$ cat src/rtl/serial_xfer_clk.sv
// Serial-port shift clock and transfer sequencer: internal clock at normal/fast rate or a
// synchronised external clock, with per-bit shift strobes and an end-of-transfer pulse.
module serial_xfer_clk #(
    parameter int unsigned HALF_NORMAL = 256,
    parameter int unsigned HALF_FAST   = 8,
    parameter int unsigned BITS        = 8,
    parameter int unsigned DIV_W       =
        $clog2((HALF_NORMAL > HALF_FAST) ? HALF_NORMAL : HALF_FAST),
    parameter int unsigned BC_W        = $clog2(BITS + 1)
) (
    input  logic            clk,
    input  logic            reset,
    input  logic            start,
    input  logic            abort,
    input  logic            internal,
    input  logic            fast,
    input  logic            ext_sclk,
    output logic            sclk_out,
    output logic            shift_out_en,
    output logic            shift_in_en,
    output logic            busy,
    output logic            done,
    output logic [BC_W-1:0] bit_cnt
);

    typedef enum logic [1:0] {StIdle, StILow, StIHigh, StExt} state_t;

    state_t             state;
    logic [DIV_W-1:0]   div_cnt;
    logic [DIV_W-1:0]   half_m1;
    logic               fast_lat;
    logic               sync1;
    logic               sync2;
    logic               hist;
    logic               div_term;
    logic               ext_fall;
    logic               ext_rise;

    assign half_m1  = fast_lat ? DIV_W'(HALF_FAST - 1) : DIV_W'(HALF_NORMAL - 1);
    assign div_term = (div_cnt == half_m1);
    assign ext_fall = hist & ~sync2;
    assign ext_rise = sync2 & ~hist;

    always_ff @(posedge clk) begin
        if (reset) begin
            state        <= StIdle;
            div_cnt      <= '0;
            fast_lat     <= 1'b0;
            sync1        <= 1'b1;
            sync2        <= 1'b1;
            hist         <= 1'b1;
            sclk_out     <= 1'b1;
            shift_out_en <= 1'b0;
            shift_in_en  <= 1'b0;
            busy         <= 1'b0;
            done         <= 1'b0;
            bit_cnt      <= '0;
        end else begin
            // Synchroniser runs in every state so EXT starts from a settled history.
            sync1        <= ext_sclk;
            sync2        <= sync1;
            hist         <= sync2;
            shift_out_en <= 1'b0;
            shift_in_en  <= 1'b0;
            done         <= 1'b0;

            if (abort && state != StIdle) begin
                state    <= StIdle;
                sclk_out <= 1'b1;
                busy     <= 1'b0;
                bit_cnt  <= '0;
                div_cnt  <= '0;
            end else begin
                unique case (state)
                    StIdle: begin
                        if (start && !abort) begin
                            fast_lat <= fast;
                            busy     <= 1'b1;
                            bit_cnt  <= '0;
                            div_cnt  <= '0;
                            if (internal) begin
                                state        <= StILow;
                                sclk_out     <= 1'b0;
                                shift_out_en <= 1'b1;
                            end else begin
                                state <= StExt;
                            end
                        end
                    end
                    StILow: begin
                        if (div_term) begin
                            div_cnt     <= '0;
                            sclk_out    <= 1'b1;
                            shift_in_en <= 1'b1;
                            bit_cnt     <= bit_cnt + 1'b1;
                            state       <= StIHigh;
                        end else begin
                            div_cnt <= div_cnt + 1'b1;
                        end
                    end
                    StIHigh: begin
                        if (div_term) begin
                            div_cnt <= '0;
                            if (bit_cnt == BC_W'(BITS)) begin
                                done  <= 1'b1;
                                busy  <= 1'b0;
                                state <= StIdle;
                            end else begin
                                sclk_out     <= 1'b0;
                                shift_out_en <= 1'b1;
                                state        <= StILow;
                            end
                        end else begin
                            div_cnt <= div_cnt + 1'b1;
                        end
                    end
                    StExt: begin
                        if (ext_fall) begin
                            shift_out_en <= 1'b1;
                        end else if (ext_rise) begin
                            shift_in_en <= 1'b1;
                            bit_cnt     <= bit_cnt + 1'b1;
                            if (bit_cnt == BC_W'(BITS - 1)) begin
                                done  <= 1'b1;
                                busy  <= 1'b0;
                                state <= StIdle;
                            end
                        end
                    end
                endcase
            end
        end
    end

endmodule

$ cat config.mk
export PLATFORM = sky130hd
export DESIGN_NAME = serial_xfer_clk
export DESIGN_NICKNAME = d
export VERILOG_FILES = /design/src/rtl/serial_xfer_clk.sv
export SDC_FILE = /design/constraint.sdc
export NUM_CORES = 1
export LEC_CHECK = 0
export CORE_ASPECT_RATIO = 0.6
export CORE_MARGIN = 4
export CORE_UTILIZATION = 45
export DETAILED_ROUTE_END_ITERATION = 8
export PLACE_DENSITY = 0.67
export SLEW_MARGIN = 20
export SYNTH_ARGS = -nofsm -noshare
export SYNTH_HDL_FRONTEND = slang
export SYNTH_SLANG_ARGS = --single-unit
$ cat constraint.sdc
create_clock -name clk -period 5 [get_ports clk]
set_input_delay 0.75 -clock clk [delete_from_list [all_inputs] [get_ports clk]]
set_output_delay 0.75 -clock clk [all_outputs]
set_load 0.005 [all_outputs]
## Word-level counts from Yosys, hierarchy flattened

Cells that the tools add are included.

- Bits in registers: 23
- Input port bits: 7
- Output and inout port bits: 9
- Word-level logic and storage cells: 98

- Add/subtract/negate cells: 2
- Equality and inequality tests: 15
- Mux-type cells: 47
- Bitwise gates (word level): 5
- Reductions and logical operators: 17

Operators by type and width:

| operator | number |
|---|---|
| two-way mux 1 bit | 25 |
| two-way mux 8 bit | 3 |
| inequality test 2 bit, second input constant | 9 |
| two-way mux 4 bit | 4 |
| one-hot mux 8 bit (2 select lines) | 1 |
| two-way mux 2 bit | 7 |
| one-hot mux 4 bit (3 select lines) | 1 |
| AND reduction 6 bit | 2 |
| one-hot mux 1 bit (3 select lines) | 3 |
| nonzero test 3 bit | 3 |
| adder 8 x 1 -> 8 bit, second input constant | 1 |
| == test 8 bit | 1 |
| one-hot mux 2 bit (4 select lines) | 1 |
| AND reduction 7 bit | 1 |
| AND reduction 5 bit | 1 |
| adder 4 x 1 -> 4 bit, second input constant | 1 |
| == test 2 bit, second input constant | 2 |
| == test 4 x 3 -> 1 bit, second input constant | 1 |
| == test 4 bit, second input constant | 1 |
| one-hot mux 1 bit (2 select lines) | 2 |
| nonzero test 2 bit | 2 |
| OR reduction 2 bit | 2 |
| NOT 1 bit | 3 |
| AND reduction 3 bit | 1 |
| 6 further kinds | 8 |

## Logic depth before layout (Yosys ltp)

- Word-level depth: 5
- Mapped depth: 8
- Depth with buffers taken out: 7

## Least setup slack after synthesis

OpenSTA, ideal clock, no wires.

- Kind: input to register
- From: input port start
- To: register div_cnt[7]
- Library setup time: 0.074 ns
- Arrival: 1.941 ns
- Required time: 4.926 ns
- Path slack: 2.984 ns
- Stages: 5
- Buffers on the path: 0
- Cell sequence: or2b_2 > and2_1 > nor4_1 > nand3b_1 > a31oi_1

- Cells in the longest elaborated chain, start to end: 3

Ends and longest elaborated chain:

| item | RTL line | text |
|---|---|---|
| start, declared | 13 | `input logic start,` |
| logical AND 1 bit | 76 | `if (start && !abort) begin` |
| inequality test 2 bit (no line) | -- |  |
| AND reduction 2 bit (no line) | -- |  |
| end signal, assigned | 98 | `div_cnt <= div_cnt + 1'b1;` |
| end signal, assigned | 114 | `div_cnt <= div_cnt + 1'b1;` |
| end, declared | 29 | `logic [DIV_W-1:0] div_cnt;` |

Every way passes these cells.
A chain may end at the register's enable or synchronous reset.

## Worst setup path in the final report

Same ends and word-level chain as after synthesis.

==> run_results.csv <==
group,metric,value,unit
route,ant_nets,0,
clocking,cts-root-buf,"clkbuf_8",
sta,slew_viol_final,0,
critical_path,worstPathCellList,"clkdlybuf4s50_1 -> or2b_2 -> and2_1 -> nor4_1 -> nand3b_1 -> a31oi_1",
critical_path,critPathMaxStageDelay,0.67,ns
clocking,cts_buffer_depth,2,
placement,portBuffers,15,
synth,synth-edff-count,0,
power,ir_worst_vdd,0.248,mV
route,drtIter0Drc,155,
global_routing,antenna_found_initial,0,
clocking,hold_buffers,0,
route,routed-via-count,1179,
clocking,htreeDepth,1,
sta,post-route-period-util,50.9,%
route,wl,2.99,mm
synth,synthCells,155,
clocking,cts_sinks,23,
die,die_area,3920,µm²
critical_path,cp-end-kind,"register",
critical_path,timing.rr.start,"state[0]",
critical_path,crit_type,"primary input to register",
route,vias_per_cell,5.64,
global_routing,grt.total_usage,16.1,%
clocking,clock_latency,0.27,ns
power,p_leak,0.547,nW
synth,synth-main-ff-cell,"dfxtp_1",
final_layout,layout_common_cells,"dfxtp_1, nor2_1, clkdlybuf4s50_1",
sta,skew,0.00981,ns
synth,synthesis.area,1330,µm²
sta,max_freq,0.393,GHz
synth,synth.distinct_cells,47,
worst_hold_path,hp-class,"register to register",
sta,rsz0062_at_grt,"false",
worst_hold_path,min_path_cells,1,
global_routing,grt_pass1_wl,5.18,mm
synth,syn-num-nets,170,
final_layout,fillers,257,
placement,gp_congestion,0.861,
sta,setup_viol,0,
critical_path,reg2reg_depth,7,
clocking,tritoncts,"yes",
final_layout,area_delta_synth_final,16.1,%
placement,dp_cells,205,
run,cap_violations,0,
final_layout,diodes,0,
route,wl_per_cell,14.3,µm
die,die_h,50.1,µm
worst_hold_path,holdPathEnd,"sync2",
die,coreArea,2660,µm²
critical_path,cp.arrival,2.73,ns
power,powerDensity,431,nW/µm²
synth,yosysSeqAreaShare,34.6,%
final_layout,design_area,1550,µm²
die,rows,14,
sta,hold_viol,0,
die,num_io_pins,16,
worst_hold_path,min-delay-start,"sync1",
final_layout,fin_cells,209,
critical_path,r2r_slack,2.69,ns
clocking,ctsResizeCount,0,
die,initial_core_util,50.0,%
global_routing,grt_pass1_vias,1122,
final_layout,final_common_cell,"dfxtp_1",
clocking,clk_pin_slew,0.09,ns
route,drt_first_pass_iters,4,
synth,ys_ff_latch,23,
critical_path,cp_data_required_time,5.18,ns
sta,relSlewSlack,48.3,%
clocking,postCtsSetupBuffers,0,
die,die_w,78.2,µm
clocking,cts_buffers,3,
final_layout,drive_gt1_share,10.7,%
sta,tns,0,ns
final_layout,nets,185,
placement,place_area,1500,µm²
route,drc,0,
global_routing,overflow,0,
run_status,status,"complete, no violations",
critical_path,reg2reg_to,"div_cnt[4]",
critical_path,critPathMaxFanout,5,
critical_path,crit_path_start_kind,"primary input",
sta,tightest_slew,0.769,ns
synth,yosysWarnings,0,
global_routing,grt_max_degree,20,
synth,async_flop_share,0,%
synth,synth_area_per_cell,8.59,µm²
sta,min_period,2.54,ns
placement,dp_hpwl,2.28,mm
critical_path,cpMaxStageDelayCell,"nor4_1",
how the worst max path moves through the flow:
stage,startpoint,end,slack [ns],cells past startpoint
floorplan,start,div_cnt[7],2.98,5
global placement,start,div_cnt[7],2.25,6
detailed placement,start,div_cnt[7],2.26,6
CTS,start,div_cnt[7],2.52,6
global route,start,div_cnt[3],2.33,6
finish,start,div_cnt[7],2.46,6
cells in the mapped netlist (2+ instances only):
library cell | n | area share [%]
a32oi_1 | 2 | 1.3
nor3_1 | 3 | 1.1
clkbuf_1 | 2 | 0.56
dfxtp_1 | 23 | 35
o31a_1 | 2 | 1.3
nand3b_1 | 3 | 1.7
nor2_1 | 19 | 5.4
a31oi_1 | 4 | 1.9
a21oi_1 | 6 | 2.3
nand2_1 | 13 | 3.7
nand4_1 | 3 | 1.4
a211oi_1 | 2 | 1.1
ha_1 | 8 | 7.5
o21ai_0 | 5 | 1.9
a21o_1 | 2 | 1.1
nand3_1 | 3 | 1.1
and2_1 | 2 | 0.94
or2_2 | 5 | 2.3
mux2i_1 | 3 | 2.3
nand4b_1 | 3 | 2.0
inv_1 | 12 | 3.4
or3_1 | 2 | 0.94
a311oi_1 | 2 | 1.3
o21a_1 | 2 | 1.1
buf_6 | 2 | 1.7
area by class of cell:
class                   instances  area (µm²)  share of cell area, %
inverters                      12        45.0                   2.91
clock buffers                   3        41.3                   2.67
multi-input cells             115         791                   51.2
flip-flops and latches         23         460                   29.8
clock inverters                 1        7.51                  0.486
well taps                      40        50.0                   3.24
repair buffers                 15         150                   9.72
power by group:
group          total, mW  internal, mW  switching, mW
Combinational      0.326         0.122          0.204
Sequential         0.224         0.205         0.0194
Clock              0.116        0.0563         0.0596
Total              0.667         0.383          0.283
cells by family after synthesis:
group           synth area share (%)
compound gates                  20.8
fa+ha+maj                       7.52
buf+inv                         6.01
flops                           34.6
mux                             3.10
simple gates                    28.0
through the flow:
step	worst slack [ns]	power, mW	hold WS, ns	util (%)
2_1_floorplan	2.98	0.476	0.389	-
3_3_place_gp	2.25	0.542	0.400	56.2
6_report	2.46	0.667	0.429	58.0
3_5_place_dp	2.26	0.548	0.401	56.2
5_1_grt	2.33	0.725	0.455	58.0
4_1_cts	2.52	0.667	0.434	58.0
critical path: cells and delay by family:
| family | cells | cell delay [ns] |
|---|---|---|
| and+or+nand+nor | 4 | 1.31 |
| AOI/OAI and AO/OA | 1 | 0.16 |
| buffers and inverters | 1 | 0.50 |
metal layers:
| layer | GRT usage [%] | wire length, µm | vias to the layer above |
|---|---|---|---|
| met5 | 0 | 0 | - |
| met4 | 2.62 | 17 | 0 |
| met3 | 3.75 | 150 | 2 |
| met2 | 23.4 | 1210 | 45 |
| met1 | 24.5 | 1620 | 547 |
| li1 | - | - | 585 |
flip-flops by register name (all words and copies together), names as in the netlist:
name / count
div_cnt: 8
bit_cnt: 4
state: 2
busy: 1
done: 1
fast_lat: 1
hist: 1
sclk_out: 1
shift_in_en: 1
shift_out_en: 1
sync1: 1
sync2: 1
(Power assumes the default switching activity.)
